### config.mk
export PLATFORM = sky130hd
export DESIGN_NAME = debounce_array
export DESIGN_NICKNAME = d
export VERILOG_FILES = /design/src/rtl/debounce_array.sv
export SDC_FILE = /design/constraint.sdc
export NUM_CORES = 1
export LEC_CHECK = 0
export CAP_MARGIN = 10
export CORE_MARGIN = 8
export CORE_UTILIZATION = 55
export DETAILED_ROUTE_END_ITERATION = 6
export HOLD_SLACK_MARGIN = 0.12
export PLACE_DENSITY = 0.68
export SLEW_MARGIN = 20
export SYNTH_ARGS = -nofsm -noshare
export SYNTH_HDL_FRONTEND = slang
export SYNTH_SLANG_ARGS = --single-unit
### constraint.sdc
create_clock -name clk_in -period 3.7 [get_ports clk_in]
set_input_delay 0.37 -clock clk_in [delete_from_list [all_inputs] [get_ports clk_in]]
set_output_delay 0.37 -clock clk_in [all_outputs]
set_load 0.03 [all_outputs]
### src/rtl/debounce_array.sv
// debounce_array
//   Multi-channel pushbutton/switch conditioner. Each channel synchronises its
//   raw input, accepts a new level only after DB_COUNT consecutive samples
//   that disagree with the current level, and emits one-cycle rise/fall strobes.
//   An optional per-channel auto-repeat strobe fires on the press. If the
//   channel has repeat enabled, it also fires REPEAT_DELAY cycles later and then
//   every REPEAT_PERIOD cycles while the level stays high.
//
// Ports
//   clk_in      : system clock (only clock)
//   rst_in_n    : synchronous active-low reset
//   noisy_in    : raw asynchronous inputs, one bit per channel
//   clean_out   : debounced level
//   rise_out    : one-cycle strobe on each 0->1 change of clean_out
//   fall_out    : one-cycle strobe on each 1->0 change of clean_out
//   repeat_out  : press strobe plus auto-repeat strobes
//
// The per-channel repeat FSM state is held in state_q so checkers can bind
// to it directly.
module debounce_array #(
    parameter int                  CHANNELS      = 5,
    parameter int                  SYNC_STAGES   = 2,
    parameter int                  DB_COUNT      = 650_000,
    parameter int                  REPEAT_DELAY  = 32_500_000,
    parameter int                  REPEAT_PERIOD = 6_500_000,
    parameter logic [CHANNELS-1:0] REPEAT_EN     = '1
) (
    input  logic                clk_in,
    input  logic                rst_in_n,
    input  logic [CHANNELS-1:0] noisy_in,
    output logic [CHANNELS-1:0] clean_out,
    output logic [CHANNELS-1:0] rise_out,
    output logic [CHANNELS-1:0] fall_out,
    output logic [CHANNELS-1:0] repeat_out
);

    localparam int DBW     = $clog2(DB_COUNT + 1);
    localparam int REP_MAX = (REPEAT_DELAY > REPEAT_PERIOD) ? REPEAT_DELAY : REPEAT_PERIOD;
    localparam int RPW     = $clog2(REP_MAX + 1);

    // Terminal values: the count "would reach" its target on the cycle it
    // currently holds target-1.
    localparam logic [DBW-1:0] DB_LAST = DBW'(DB_COUNT - 1);
    localparam logic [DBW-1:0] DB_ONE  = DBW'(1);
    localparam logic [RPW-1:0] RD_LAST = RPW'(REPEAT_DELAY - 1);
    localparam logic [RPW-1:0] RP_LAST = RPW'(REPEAT_PERIOD - 1);
    localparam logic [RPW-1:0] RP_ONE  = RPW'(1);

    typedef enum logic [1:0] {
        RP_IDLE   = 2'd0,
        RP_DELAY  = 2'd1,
        RP_PERIOD = 2'd2
    } rep_state_e;

    logic [SYNC_STAGES-1:0] sync_q   [CHANNELS];
    logic [SYNC_STAGES-1:0] sync_d   [CHANNELS];
    logic [DBW-1:0]         db_cnt_q [CHANNELS];
    logic [DBW-1:0]         db_cnt_d [CHANNELS];
    logic [RPW-1:0]         rep_cnt_q[CHANNELS];
    logic [RPW-1:0]         rep_cnt_d[CHANNELS];
    rep_state_e             state_q  [CHANNELS];
    rep_state_e             state_d  [CHANNELS];

    logic [CHANNELS-1:0] samp;
    logic [CHANNELS-1:0] clean_q, clean_d;
    logic [CHANNELS-1:0] rise_q, rise_d;
    logic [CHANNELS-1:0] fall_q, fall_d;
    logic [CHANNELS-1:0] rep_q, rep_d;

    // Synchroniser shift registers; the oldest stage is the usable sample.
    always_comb begin
        for (int i = 0; i < CHANNELS; i++) begin
            sync_d[i] = {sync_q[i][SYNC_STAGES-2:0], noisy_in[i]};
            samp[i]   = sync_q[i][SYNC_STAGES-1];
        end
    end

    // Debounce: any sample agreeing with the current level restarts the run.
    always_comb begin
        clean_d = clean_q;
        rise_d  = '0;
        fall_d  = '0;
        for (int i = 0; i < CHANNELS; i++) begin
            db_cnt_d[i] = db_cnt_q[i];
            if (samp[i] == clean_q[i]) begin
                db_cnt_d[i] = '0;
            end else if (db_cnt_q[i] == DB_LAST) begin
                clean_d[i]  = samp[i];
                rise_d[i]   = samp[i];
                fall_d[i]   = ~samp[i];
                db_cnt_d[i] = '0;
            end else begin
                db_cnt_d[i] = db_cnt_q[i] + DB_ONE;
            end
        end
    end

    // Repeat FSM. It reacts to the combinational rise/fall so that the press
    // strobe lands in the same registered cycle as rise_out, and a fall
    // suppresses any repeat pulse that would coincide with it.
    always_comb begin
        rep_d = '0;
        for (int i = 0; i < CHANNELS; i++) begin
            state_d[i]   = state_q[i];
            rep_cnt_d[i] = rep_cnt_q[i];
            case (state_q[i])
                RP_IDLE: begin
                    if (rise_d[i]) begin
                        rep_d[i]     = 1'b1;
                        rep_cnt_d[i] = '0;
                        if (REPEAT_EN[i]) begin
                            state_d[i] = RP_DELAY;
                        end
                    end
                end
                RP_DELAY: begin
                    if (fall_d[i]) begin
                        state_d[i]   = RP_IDLE;
                        rep_cnt_d[i] = '0;
                    end else if (rep_cnt_q[i] == RD_LAST) begin
                        rep_d[i]     = 1'b1;
                        rep_cnt_d[i] = '0;
                        state_d[i]   = RP_PERIOD;
                    end else begin
                        rep_cnt_d[i] = rep_cnt_q[i] + RP_ONE;
                    end
                end
                RP_PERIOD: begin
                    if (fall_d[i]) begin
                        state_d[i]   = RP_IDLE;
                        rep_cnt_d[i] = '0;
                    end else if (rep_cnt_q[i] == RP_LAST) begin
                        rep_d[i]     = 1'b1;
                        rep_cnt_d[i] = '0;
                    end else begin
                        rep_cnt_d[i] = rep_cnt_q[i] + RP_ONE;
                    end
                end
                default: begin
                    state_d[i]   = RP_IDLE;
                    rep_cnt_d[i] = '0;
                end
            endcase
        end
    end

    always_ff @(posedge clk_in) begin
        if (!rst_in_n) begin
            for (int i = 0; i < CHANNELS; i++) begin
                sync_q[i]    <= '0;
                db_cnt_q[i]  <= '0;
                rep_cnt_q[i] <= '0;
                state_q[i]   <= RP_IDLE;
            end
            clean_q <= '0;
            rise_q  <= '0;
            fall_q  <= '0;
            rep_q   <= '0;
        end else begin
            for (int i = 0; i < CHANNELS; i++) begin
                sync_q[i]    <= sync_d[i];
                db_cnt_q[i]  <= db_cnt_d[i];
                rep_cnt_q[i] <= rep_cnt_d[i];
                state_q[i]   <= state_d[i];
            end
            clean_q <= clean_d;
            rise_q  <= rise_d;
            fall_q  <= fall_d;
            rep_q   <= rep_d;
        end
    end

    assign clean_out  = clean_q;
    assign rise_out   = rise_q;
    assign fall_out   = fall_q;
    assign repeat_out = rep_q;

endmodule

Word level (Yosys, flattened, before mapping)
Memories as Yosys holds them, arrays and structs flattened.
Cells that the tools add are included.
{"block": "totals", "latch_bits": 0, "ff_bits": 20, "ram_bits": 245, "n_memories": 4, "rom_bits": 0}
{"name": "rep_cnt_q", "words": 5, "width": 25, "rd": 5, "rd_ports_with_merged_regs": 0, "wr": 5, "line_no": "59", "rtl": "logic [RPW-1:0] rep_cnt_q[CHANNELS];"}
{"name": "db_cnt_q", "words": 5, "width": 20, "rd": 5, "rd_ports_with_merged_regs": 0, "wr": 5, "line_no": "57", "rtl": "logic [DBW-1:0] db_cnt_q [CHANNELS];"}
{"name": "state_q", "words": 5, "width": 2, "rd": 5, "rd_ports_with_merged_regs": 0, "wr": 5, "line_no": "61", "rtl": "rep_state_e state_q [CHANNELS];"}
{"name": "sync_q", "words": 5, "width": 2, "rd": 5, "rd_ports_with_merged_regs": 0, "wr": 5, "line_no": "55", "rtl": "logic [SYNC_STAGES-1:0] sync_q [CHANNELS];"}
{"block": "classes", "div_mod_pow": 0, "addsub": 10, "n_mul": 0, "bitwise_logic": 30, "reduce_logical": 10, "order_cmp": 0, "n_mux": 137, "shifts": 0, "eq_ne": 30}
{"operator": "$mux 25", "count": 30}
{"operator": "$pmux 25 s3", "count": 5}
{"operator": "$mux 20", "count": 15}
{"operator": "$add 25x1->25 const B", "count": 5}
{"operator": "$eq 25x23->1 const B", "count": 5}
{"operator": "$eq 25x25->1 const B", "count": 5}
{"operator": "$add 20x1->20 const B", "count": 5}
{"operator": "$eq 20x20->1 const B", "count": 5}
{"operator": "$mux 2", "count": 30}
{"operator": "$mux 1", "count": 47}
{"operator": "$pmux 2 s3", "count": 5}
{"operator": "$or 1x1->1", "count": 20}
{"operator": "$pmux 1 s3", "count": 5}
{"operator": "$eq 2x1->1 const B", "count": 5}
{"operator": "$eq 2x2->1 const B", "count": 5}
{"operator": "$logic_not 2->1", "count": 5}
{"operator": "$not 1->1", "count": 10}
{"operator": "$reduce_and 2->1", "count": 5}
{"operator": "$eq 1x1->1", "count": 5}

Depth between registers and ports, before layout
Gate-level depths: netlist of the first run.
{"block": "depth", "word_depth": 6, "ltp_mapped": 10, "depth_no_buf": 7}

Worst setup path after synthesis of the first run
Ideal clock, no wire load.
{"block": "synth_path", "path_kind": "register to register", "start": "memory rep_cnt_q[0][100] (netlist name)", "end": "memory rep_cnt_q[0][110] (netlist name)", "path_stages_with_launch": 10, "setup_slack_ps": 1337, "n_path_buf": 2, "t_arrival_ps": 2231, "setup_time_ps": 132, "path_cell_list": "dfxtp_1 > ha_1 > nand3_1 > or4_1 > o41a_1 > o211a_1 > buf_6 > buf_6 > nand3b_1 > a31oi_1"}
{"item": "start: declaration", "line_no": "59"}

==> results of run 1 <==
-- metrics by stage --
stage,instances,hold WS (ns),setup WS (ns),utilization (%),power [mW]
detailed placement,2022,0.420,0.779,58.0,3.13
floorplan,1742,0.412,1.34,-,3.07
CTS,2072,0.379,0.776,62.0,6.08
global route,2073,0.425,0.588,62.1,6.21
finish,2073,0.386,0.786,62.1,6.02
global placement,2022,0.415,0.830,58.0,3.13
-- final cells by class --
type                    count  area [um2]
clock buffers              40         847
clock inverters            10         135
fillers                  2211        9250
inverters                  34         130
multi-input cells        1353        7880
flip-flops and latches    265        5310
well taps                 324         405
repair buffers             47         445
-- cell usage in the layout, fill, tap and decap left out, types with 7 or more instances in the layout --
cell and count:
sky130_fd_sc_hd__a211oi_1 7, sky130_fd_sc_hd__and3_1 34, sky130_fd_sc_hd__nor2_1 182, sky130_fd_sc_hd__a31oi_1 101
sky130_fd_sc_hd__nand3_1 247, sky130_fd_sc_hd__nor3_1 36, sky130_fd_sc_hd__nand3b_1 14, sky130_fd_sc_hd__buf_4 19
sky130_fd_sc_hd__inv_1 33, sky130_fd_sc_hd__ha_1 30, sky130_fd_sc_hd__nor4b_1 11, sky130_fd_sc_hd__clkbuf_16 29
sky130_fd_sc_hd__nand2_1 217, sky130_fd_sc_hd__a21oi_1 32, sky130_fd_sc_hd__nor4_1 22, sky130_fd_sc_hd__o211ai_1 16
sky130_fd_sc_hd__nand4b_1 17, sky130_fd_sc_hd__and4_1 14, sky130_fd_sc_hd__clkdlybuf4s50_1 25, sky130_fd_sc_hd__and2_1 25
sky130_fd_sc_hd__dfxtp_1 265, sky130_fd_sc_hd__or2_2 9, sky130_fd_sc_hd__nand4_1 65, sky130_fd_sc_hd__clkbuf_8 8
sky130_fd_sc_hd__or3_1 51, sky130_fd_sc_hd__nand2b_1 13, sky130_fd_sc_hd__xor2_1 57, sky130_fd_sc_hd__xnor2_1 30
sky130_fd_sc_hd__or4_1 15, sky130_fd_sc_hd__o21ai_0 18
-- path summary, 6_finish.rpt --
kind | from | end | slack (ns) | depth (start not counted)
worst min-delay path | rst_in_n | rep_cnt_q[0][0]$_SDFFE_PN0P_ | 0.39 | 3
worst max-delay path | db_cnt_q[0][0]$_SDFF_PP0_ | rep_cnt_q[0][11]$_SDFFE_PN0P_ | 0.79 | 8
worst max register to register | db_cnt_q[0][0]$_SDFF_PP0_ | rep_cnt_q[0][11]$_SDFFE_PN0P_ | 0.79 | 8
worst min register to register | sync_q[0][0]$_SDFF_PN0_ | sync_q[0][1]$_SDFF_PN0_ | 0.43 | 1
-- worst max-delay path, delay by kind of cell, from the launching register on --
| family | cells | cell delay [ns] |
|---|---|---|
| AOI/OAI and AO/OA | 3 | 1.02 |
| adders and majority gates | 1 | 0.19 |
| buffers and inverters | 1 | 0.23 |
| DFF | 1 | 0.36 |
| and+or+nand+nor | 3 | 1.05 |
-- cell usage after synthesis, types with 4 or more instances --
cell                       count
sky130_fd_sc_hd__dfxtp_1     265
sky130_fd_sc_hd__nand3_1     247
sky130_fd_sc_hd__nand2_1     217
sky130_fd_sc_hd__nor2_1      182
sky130_fd_sc_hd__a31oi_1     102
sky130_fd_sc_hd__clkbuf_1     69
sky130_fd_sc_hd__nand4_1      65
sky130_fd_sc_hd__xor2_1       57
sky130_fd_sc_hd__or3_1        51
sky130_fd_sc_hd__nor3_1       36
sky130_fd_sc_hd__a21oi_1      34
sky130_fd_sc_hd__and3_1       34
sky130_fd_sc_hd__inv_1        34
sky130_fd_sc_hd__ha_1         30
sky130_fd_sc_hd__xnor2_1      30
sky130_fd_sc_hd__and2_1       25
sky130_fd_sc_hd__nor4_1       22
sky130_fd_sc_hd__o21ai_0      18
sky130_fd_sc_hd__nand4b_1     17
sky130_fd_sc_hd__o211ai_1     16
sky130_fd_sc_hd__or4_1        15
sky130_fd_sc_hd__and4_1       14
sky130_fd_sc_hd__buf_2        14
sky130_fd_sc_hd__nand3b_1     14
sky130_fd_sc_hd__nand2b_1     13
sky130_fd_sc_hd__nor4b_1      11
sky130_fd_sc_hd__or2_2         9
sky130_fd_sc_hd__a211oi_1      7
sky130_fd_sc_hd__o31ai_1       7
sky130_fd_sc_hd__nor2b_1       6
sky130_fd_sc_hd__nor4bb_1      6
sky130_fd_sc_hd__o31a_1        6
sky130_fd_sc_hd__a211o_1       5
sky130_fd_sc_hd__buf_6         4
sky130_fd_sc_hd__mux2i_1       4
sky130_fd_sc_hd__o21a_1        4
-- state kept, by name, indices dropped and copies added, names as in the netlist --
register    flops
db_cnt_q      100
fall_out        5
state_q        10
sync_q         10
repeat_out      5
rise_out        5
clean_out       5
rep_cnt_q     125
-- power by group through the flow --
stage	clock (mW)	combinational, mW	sequential, mW
6_report	2.96	0.191	2.87
5_1_grt	3.13	0.211	2.87
4_1_cts	3.02	0.191	2.87
3_5_place_dp	0	0.190	2.94
3_3_place_gp	0	0.189	2.94
2_1_floorplan	0	0.138	2.93
-- cells by family after synthesis --
| logic type | synth area share, % |
|---|---|
| xor+xnor | 5.57 |
| compound gates | 11.1 |
| simple gates | 37.5 |
| buf+inv | 3.78 |
| fa+ha+maj | 2.75 |
| mux | 0.458 |
| flops | 38.8 |
-- per-layer routing --
metal	routed length, um	up-vias
met4	609	0
met1	14900	5781
met2	14000	202
met3	933	48
met5	0	-
li1	-	6308
==> reports/qor.csv, run 1 <==
stage,metric,value,unit
run_status,run_status,"finished, final reports clean",
setup_path,worstSetupPathType,flop to flop,
setup_path,cpMaxStageDelayCell,sky130_fd_sc_hd__or4_1,
synthesis,asyncSetResetFlopFracSynth,0,%
floorplanning,dieWidth,174,um
clock_tree,clock_tree_from_tritoncts,done,
synthesis,synthesis.nets,1779,
setup_path,critical_path_peak_fanout,25,
clock_tree,cts_bufs_inserted,29,
clock_tree,worst_setup_hold_path_clk_slew,0.06,ns
synthesis,synth_edf_count,0,
timing,period_needed,2.91,ns
timing,timing.final.max_slew_violations,0,
pwr,ir_drop,0.000395,V
synthesis,synth_top_cell_area_share,38.8,%
layout,fin_area,0.0151,mm2
detailed_routing,detailedRoute.firstIterationViolations,901,
synthesis,synth.lib_cells_used.distinct,68,
pwr,clock_power_share,49.1,%
clock_tree,cts_setup_buffers,0,
timing,fmaxAchievable,0.343,GHz
grt,grt_antenna_before_repair,0,
layout,layout.nets,1767,
timing,timing.final.crit_share,78.8,%
floorplanning,floorplan.die_area,0.0302,mm2
place,portBuffers,26,
grt,grt.met1_usage,26.3,%
setup_path,setup.worst_path.end_class,flop,
layout,insertedDiodeCount,0,
setup_path,max_stage_delay,0.56,ns
clock_tree,clock_insertion_delay_worst_skew,0.55,ns
synthesis,syn_avg_cell_area,7.85,um2
layout,layout-drive-gt1-share,5.43,%
detailed_routing,drt-pass1-iter-count,5,
synthesis,synthesis.area,0.0137,mm2
synthesis,synthCells,1742,
clock_tree,cts_num_sinks,265,
pwr,power_report.internal_total,4.71,mW
synthesis,ys_ff_latch,265,
pwr,power_leakage,4.67,nW
place,hpwlAfterDp,19.7,mm
setup_path,timing.critical_path.arrival,3.39,ns
synthesis,yosysTopAreaCell,sky130_fd_sc_hd__dfxtp_1,
floorplanning,die_height,174,um
grt,gr-total-overflow,0,
detailed_routing,detail_route.wl_per_cell,14.7,um
synthesis,most_instantiated_flip_flop_cell_in_the_synthesis_netlist,sky130_fd_sc_hd__dfxtp_1,
synthesis,ys_top_cells_by_area,"sky130_fd_sc_hd__dfxtp_1 39%, sky130_fd_sc_hd__nand3_1 9.0%, sky130_fd_sc_hd__nand2_1 6.0%",
detailed_routing,vias,12300,
timing,finalSetupViolCount,0,
grt,first_pass_grt_wire_length,52.6,mm
timing,skew,0.0235,ns
timing,setup_repair_after_global_routing_missed_its_margin,no,
run,drv_cap,0,
timing,pin_slew_with_the_least_headroom_to_its_limit,1.10,ns
setup_path,required,4.17,ns
grt,met2_track_demand_over_resource_in_global_routing,32.6,%
layout,areaGrowthSynthToFinish,10.8,%
timing,report.final.hold_viol_count,0,
worst_hold_path,hold_class,input pin to flop,
pwr,power.combinational.fraction,3.2,%
floorplanning,io-pin-count,27,
clock_tree,cts_resized,0,
pwr,power.switching,1.31,mW
place,finalWeightedCongestion,0.805,
detailed_routing,routed_wl,30.4,mm
setup_path,timing.critical_path.from_type,flop,
grt,global_route.usage.met3,2.18,%
grt,top_usage_layer,met2,
place,cell_area_after_placement,0.0141,mm2
detailed_routing,avgViaCountPerCell,5.95,
clock_tree,cts_hold_buffers,0,
grt,grt_util_all_layers,19.5,%
clock_tree,clock_path_buffers,3,
grt,grt_start_max_net_pins,68,
clock_tree,clock-root-buffer,sky130_fd_sc_hd__clkbuf_16,
floorplanning,floorplan.core_area,0.0244,mm2
grt,grt_pass1_vias,11200,
detailed_routing,drc,0,
pwr,power.density,398,mW/mm2
detailed_routing,final_antenna_net_count,0,
synthesis,synth.yosys.warnings,0,
pwr,share_seq_of_total_power,47.7,%
floorplanning,rows,57,
clock_tree,cts.htree.levels,1,
setup_path,worstPathCellList,ha_1 > and3_1 > nand3_2 > o31a_1 > buf_4 > a211o_1 > or4_1 > a31oi_1,
timing,fin_setup_tns,0,ns
pwr,net_switching_fraction_of_the_power,21.8,%
synthesis,synth_seq_area_share,38.8,%
timing,slew_headroom,26.8,%
floorplanning,floorplan.initialDensity,56.1,%
Note: power is estimated with default switching activity, not from simulation.
==> run 2: changes to the inputs <==
==> constraint.sdc (replaced) <==
create_clock -name clk_in -period 3 [get_ports clk_in]
set_input_delay 0.3 -clock clk_in [delete_from_list [all_inputs] [get_ports clk_in]]
set_output_delay 0.3 -clock clk_in [all_outputs]
set_load 0.03 [all_outputs]
==> run 2 against run 1 <==
Highest routed layer unchanged. First-iteration DRC count up 9.8%. Cell count up 0.53%. Critical path type unchanged. Count of clock-buffer cells in the layout up 3. Clock power up 15%.
==> reports/qor.csv, run 2 (same netlist as run 1, synthesis figures left out) <==
stage,metric,value,unit,change
run_status,run_status,"finished, final reports clean",,
detailed_routing,detailedRoute.firstIterationViolations,989,,+9.8%
layout,areaGrowthSynthToFinish,10.8,%,about the same
layout,area.sequential,0.00531,mm2,unchanged
clock_tree,clock_path_buffers,3,,unchanged
clock_tree,worst_setup_hold_path_clk_slew,0.06,ns,about the same
detailed_routing,final_antenna_net_count,0,,unchanged
setup_path,max_stage_delay,0.55,ns,about the same
setup_path,cpMaxStageDelayCell,sky130_fd_sc_hd__or4_1,,
layout,leading_cell_types_in_the_layout_fill_and_taps_excluded,"265 x sky130_fd_sc_hd__dfxtp_1, 247 x sky130_fd_sc_hd__nand3_1, 217 x sky130_fd_sc_hd__nand2_1, 182 x sky130_fd_sc_hd__nor2_1, 101 x sky130_fd_sc_hd__a31oi_1",,
worst_hold_path,hold_class,input pin to flop,,
clock_tree,cts_setup_buffers,0,,unchanged
detailed_routing,detail_route.wl_per_cell,14.5,um,-1.5%
layout,insertedDiodeCount,0,,unchanged
setup_path,timing.critical_path.arrival,3.18,ns,-0.21 ns
clock_tree,clock-root-buffer,sky130_fd_sc_hd__clkbuf_16,,
layout,largest_register_ff_count,125,,unchanged
timing,finalSetupViolCount,0,,unchanged
timing,pin_slew_with_the_least_headroom_to_its_limit,0.926,ns,-0.172 ns
pwr,power_leakage,4.70,nW,+0.52%
layout,finish.cell_count_without_fillers,2084,,+0.53%
setup_path,required,3.47,ns,-0.70 ns
place,portBuffers,26,,unchanged
setup_path,crit_start,db_cnt_q[0][0]$_SDFF_PP0_,,
grt,gr-total-overflow,0,,unchanged
timing,period_needed,2.71,ns,-0.205 ns
floorplanning,io-pin-count,27,,unchanged
timing,fin_setup_tns,0,ns,unchanged
setup_path,regToRegStartpoint,db_cnt_q[0][0]$_SDFF_PP0_,,
floorplanning,floorplan.die_area,0.0302,mm2,unchanged
layout,multiInputGateArea,0.00788,mm2,unchanged
clock_tree,clock_tree_from_tritoncts,done,,
detailed_routing,avgViaCountPerCell,5.94,,-0.25%
timing,setup_repair_after_global_routing_missed_its_margin,no,,
floorplanning,floorplan.initialDensity,56.1,%,unchanged
clock_tree,clock_insertion_delay_worst_skew,0.55,ns,about the same
setup_path,worstPathCellList,ha_1 > and3_1 > nand3_2 > o31a_1 > a211o_1 > or4_1 > a31oi_1,,
timing,fmaxAchievable,0.369,GHz,+7.6%
grt,grt_util_all_layers,19.7,%,+0.21 points
floorplanning,floorplan.core_area,0.0244,mm2,unchanged
timing,timing.final.max_slew_violations,0,,unchanged
place,cell_area_after_placement,0.0142,mm2,+0.51%
grt,met2_track_demand_over_resource_in_global_routing,33.2,%,+0.56 points
clock_tree,cts.htree.levels,1,,unchanged
setup_path,worstSetupPathType,flop to flop,,
layout,top_register,rep_cnt_q,,
timing,slew_headroom,38.3,%,+11 points
grt,top_usage_layer,met2,,
floorplanning,rows,57,,unchanged
pwr,ir_drop,0.000504,V,+28%
layout,layout.nets,1775,,+0.45%
layout,fin_area,0.0151,mm2,about the same
layout,layout-drive-gt1-share,5.68,%,+0.25 points
grt,grt.met1_usage,26.4,%,+0.13 points
timing,skew,0.0218,ns,-0.00174 ns
setup_path,timing.critical_path.from_type,flop,,
grt,grt_start_max_net_pins,57,,-16%
clock_tree,cts_num_sinks,265,,unchanged
place,finalWeightedCongestion,0.804,,-0.16%
layout,final_common_cell,sky130_fd_sc_hd__dfxtp_1,,
place,dp_cells,2030,,+0.40%
pwr,power.density,474,mW/mm2,+19%
setup_path,critical_path_peak_fanout,24,,-4.0%
layout,filler_cell_count,2170,,-1.9%
clock_tree,cts_bufs_inserted,29,,unchanged
floorplanning,dieWidth,174,um,unchanged
place,hpwlAfterDp,19.6,mm,-0.36%
detailed_routing,drt-pass1-iter-count,5,,unchanged
floorplanning,die_height,174,um,unchanged
setup_path,setup.worst_path.end_class,flop,,
timing,report.final.hold_viol_count,0,,unchanged
detailed_routing,drc,0,,unchanged
detailed_routing,routed_wl,30.2,mm,-0.93%
run,drv_cap,0,,unchanged
layout,biggestRegsByFlops,"rep_cnt_q: 125 flops, db_cnt_q: 100 flops",,
detailed_routing,vias,12400,,+0.28%
grt,first_pass_grt_wire_length,53.5,mm,+1.7%
clock_tree,cts_resized,0,,unchanged
grt,global_route.usage.met3,2.33,%,+0.15 points
timing,timing.final.crit_share,90.3,%,+12 points
worst_hold_path,worstHoldStart,rst_in_n,,
grt,grt_antenna_before_repair,0,,unchanged
grt,grt_pass1_vias,11600,,+3.4%
clock_tree,cts_hold_buffers,0,,unchanged
-- run 2: cell types whose count changed in the layout (fill, tap and decap cells not counted), sizes merged --
cell / change
buf: +8
bufinv: -2
clkbuf: +3
clkinv: +5
clkinvlp: -4
inv: +1
-- run 2: final timing paths --
path                                        end  slack, ns  depth (start not counted)
setup / recovery  rep_cnt_q[0][18]$_SDFFE_PN0P_       0.29                          7
hold / removal    rep_cnt_q[0][25]$_SDFFE_PN0P_       0.23                          3
setup reg to reg  rep_cnt_q[0][18]$_SDFFE_PN0P_       0.29                          7
hold reg to reg         sync_q[0][9]$_SDFF_PN0_       0.43                          1
-- run 2: power by group --
part | leakage [nW] | internal [mW] | switching (mW)
sequential | 2.14 | 3.53 | 0.0115
clock | 0.454 | 1.99 | 1.41
combinational | 2.11 | 0.0689 | 0.177
-- run 2: metal layers --
| metal | vias up | share of wire [%] |
|---|---|---|
| li1 | 6313 | - |
| met1 | 5807 | 49 |
| met2 | 214 | 46 |
| met3 | 40 | 3.5 |
| met4 | 0 | 1.8 |
| met5 | - | 0 |
-- run 2: through the flow --
stage | hold slack, ns | util [%] | setup WS [ns] | power [mW]
floorplan | 0.412 | - | 0.637 | 3.79
global placement | 0.416 | 58.3 | 0.372 | 3.87
detailed placement | 0.418 | 58.3 | 0.310 | 3.87
CTS | 0.218 | 62.0 | 0.312 | 7.27
global route | 0.242 | 62.1 | 0.117 | 7.45
finish | 0.230 | 62.1 | 0.291 | 7.18
-- run 2: layout make-up --
| type | instances | share of cell area (%) |
|---|---|---|
| clock buffers | 43 | 5.47 |
| clock inverters | 10 | 0.521 |
| inverters | 34 | 0.859 |
| multi-input cells | 1353 | 52.0 |
| flip-flops and latches | 265 | 35.0 |
| well taps | 324 | 2.68 |
| repair buffers | 55 | 3.42 |
-- run 2: worst max-delay path: cells and delay by family, from the launching register on --
| kind | cells | cell delay [ns] |
|---|---|---|
| and+or+nand+nor | 3 | 1.03 |
| AOI/OAI and AO/OA | 3 | 1.03 |
| DFF | 1 | 0.37 |
| adders and majority gates | 1 | 0.19 |
==> run 3: changes to the inputs <==
==> constraint.sdc (replaced) <==
create_clock -name clk_in -period 3.4 [get_ports clk_in]
set_input_delay 0.34 -clock clk_in [delete_from_list [all_inputs] [get_ports clk_in]]
set_output_delay 0.34 -clock clk_in [all_outputs]
set_load 0.03 [all_outputs]
==> run 3 against run 2 <==
Clock power shrank 6%. Sequential share of layout area hardly changed. Non-clock buffer count is 6 lower. Routed wire length grew 1.5%. Die area stayed put. Clock skew shrank 0.012 ns. Design area hardly changed. Sequential cell count did not move. Fmax is 0.39% lower. Sequential power is 12% lower. Critical path depth down 1. Count of clock-buffer cells in the layout is 1 lower. Largest power group is now the clock network. Highest routed layer unchanged.
==> reports/qor.csv, run 3 (same netlist as run 1, synthesis figures left out) <==
stage,metric,value,unit,change
setup_path,r2r_cells,6,,-1
setup_path,setup.worst_path.end_class,flop,,
detailed_routing,vias,12400,,-0.065%
clock_tree,cts_setup_buffers,0,,unchanged
detailed_routing,routed_wl,30.6,mm,+1.5%
layout,largest_register_ff_count,125,,unchanged
grt,grt_pass1_vias,11400,,-2.0%
layout,layout.nets,1769,,-0.34%
place,hpwlAfterDp,19.7,mm,+0.32%
clock_tree,clock_path_buffers,3,,unchanged
pwr,power.density,431,mW/mm2,-9.0%
setup_path,worstSetupPathType,flop to flop,,
floorplanning,die_height,174,um,unchanged
detailed_routing,avgViaCountPerCell,5.95,,+0.18%
place,portBuffers,26,,unchanged
timing,report.final.hold_viol_count,0,,unchanged
worst_hold_path,worstHoldPathCells,3,,unchanged
floorplanning,floorplan.initialDensity,56.1,%,unchanged
pwr,power_leakage,4.68,nW,-0.24%
grt,grt_start_max_net_pins,49,,-14%
timing,slew_headroom,28.0,%,-10 points
timing,timing.final.max_slew_violations,0,,unchanged
detailed_routing,drc,0,,unchanged
grt,grt_antenna_before_repair,0,,unchanged
clock_tree,cts.htree.levels,1,,unchanged
timing,timing.final.crit_share,80.0,%,-10 points
setup_path,critical_path_peak_fanout,24,,unchanged
detailed_routing,wirelength_met1,14.9,mm,+0.92%
detailed_routing,detail_route.wl_per_cell,14.7,um,+1.7%
grt,grt_util_all_layers,19.5,%,-0.14 points
timing,skew,0.00973,ns,-0.0120 ns
timing,pin_slew_with_the_least_headroom_to_its_limit,1.08,ns,+0.155 ns
timing,period_needed,2.72,ns,+0.0106 ns
layout,areaGrowthSynthToFinish,10.8,%,about the same
detailed_routing,detailedRoute.firstIterationViolations,773,,-22%
floorplanning,floorplan.core_area,0.0244,mm2,unchanged
grt,first_pass_grt_wire_length,52.9,mm,-1.0%
timing,finalWorstSetupSlack,0.681,ns,+0.389 ns
timing,worst_hold_slack_across_all_endpoints,0.268,ns,+0.0379 ns
detailed_routing,drt-pass1-iter-count,5,,unchanged
timing,fin_setup_tns,0,ns,unchanged
timing,setup_repair_after_global_routing_missed_its_margin,no,,
setup_path,timing.critical_path.from_type,flop,,
pwr,ir_drop,0.000406,V,-19%
timing,fmaxAchievable,0.368,GHz,-0.39%
clock_tree,cts_bufs_inserted,29,,unchanged
layout,top_register,rep_cnt_q,,
layout,layout-drive-gt1-share,5.53,%,-0.15 points
clock_tree,worst_setup_hold_path_clk_slew,0.06,ns,about the same
run,drv_cap,0,,unchanged
setup_path,required,3.82,ns,+0.35 ns
clock_tree,clock-root-buffer,sky130_fd_sc_hd__clkbuf_16,,
clock_tree,clock_insertion_delay_worst_skew,0.54,ns,about the same
worst_hold_path,hold_class,input pin to flop,,
clock_tree,cts_resized,0,,unchanged
layout,leading_cell_types_in_the_layout_fill_and_taps_excluded,"265 x sky130_fd_sc_hd__dfxtp_1, 247 x sky130_fd_sc_hd__nand3_1, 217 x sky130_fd_sc_hd__nand2_1, 182 x sky130_fd_sc_hd__nor2_1, 101 x sky130_fd_sc_hd__a31oi_1",,
floorplanning,io-pin-count,27,,unchanged
grt,gr-total-overflow,0,,unchanged
floorplanning,floorplan.die_area,0.0302,mm2,unchanged
detailed_routing,final_antenna_net_count,0,,unchanged
layout,insertedDiodeCount,0,,unchanged
clock_tree,clock_tree_from_tritoncts,done,,
detailed_routing,wl_met3,1.07,mm,+1.0%
floorplanning,rows,57,,unchanged
clock_tree,cts_num_sinks,265,,unchanged
timing,finalSetupViolCount,0,,unchanged
layout,biggestRegsByFlops,"rep_cnt_q: 125 flops, db_cnt_q: 100 flops",,
detailed_routing,routed-wl-met2,14.2,mm,+2.8%
place,finalWeightedCongestion,0.790,,-1.7%
place,place_worst_setup_slack,0.680,ns,+0.371 ns
setup_path,timing.critical_path.arrival,3.14,ns,-0.04 ns
run_status,run_status,"finished, final reports clean",,
layout,final_common_cell,sky130_fd_sc_hd__dfxtp_1,,
floorplanning,dieWidth,174,um,unchanged
clock_tree,cts_hold_buffers,0,,unchanged
detailed_routing,top_signal_layer_used,met4,,
run 3: cell count changes in the layout (fill, tap and decap cells not counted):
cell                         before  now
sky130_fd_sc_hd__clkinvlp_4       0    2
sky130_fd_sc_hd__bufinv_16        1    3
sky130_fd_sc_hd__clkinv_2         8    6
sky130_fd_sc_hd__clkbuf_1         9    7
sky130_fd_sc_hd__buf_4           26   22
sky130_fd_sc_hd__buf_12           2    0
sky130_fd_sc_hd__clkbuf_8         5    6
run 3: path summary, 6_finish.rpt:
| kind | to | startpoint | slack [ns] |
|---|---|---|---|
| min | fall_out[1]$_SDFF_PN0_ | rst_in_n | 0.27 |
| min reg2reg | db_cnt_q[0][20]$_SDFF_PP0_ | db_cnt_q[0][20]$_SDFF_PP0_ | 0.44 |
| max reg2reg | rep_cnt_q[0][27]$_SDFFE_PN0P_ | rep_cnt_q[0][32]$_SDFFE_PN0P_ | 0.68 |
| max | rep_cnt_q[0][27]$_SDFFE_PN0P_ | rep_cnt_q[0][32]$_SDFFE_PN0P_ | 0.68 |
run 3: layer usage:
| layer | vias to the layer above | GRT usage, % |
|---|---|---|
| li1 | 6295 | - |
| met1 | 5839 | 26.1 |
| met2 | 194 | 33.1 |
| met3 | 38 | 2.53 |
| met4 | 0 | 4.20 |
| met5 | - | 0 |
run 3: power breakdown:
part,switching [mW],internal (mW)
logic,0.158,0.0565
registers,0.0100,3.12
clock network,1.26,1.93
run 3: cell type report:
class | instances | area [um2]
well taps | 324 | 405
flip-flops and latches | 265 | 5310
clock inverters | 12 | 144
multi-input cells | 1353 | 7880
inverters | 34 | 130
clock buffers | 42 | 835
fillers | 2191 | 9250
repair buffers | 49 | 448
run 3: per-stage QoR:
step / utilization (%) / total power, mW / std cells / instance area, um2
finish: 62.1 / 6.53 / 2079 / 15100
global route: 62.1 / 6.77 / 2079 / 15100
CTS: 62.0 / 6.61 / 2078 / 15100
detailed placement: 58.0 / 3.41 / 2024 / 14100
global placement: 58.0 / 3.41 / 2024 / 14100
floorplan: - / 3.34 / 1742 / 13700
run 3: worst max-delay path, stage by stage (launching register included):
cell	delay [ns]
sky130_fd_sc_hd__dfxtp_1	0.39
sky130_fd_sc_hd__or4b_2	0.68
sky130_fd_sc_hd__nor4_1	0.45
sky130_fd_sc_hd__a21boi_1	0.20
sky130_fd_sc_hd__o21a_1	0.54
sky130_fd_sc_hd__nand3b_1	0.23
sky130_fd_sc_hd__a31oi_1	0.10
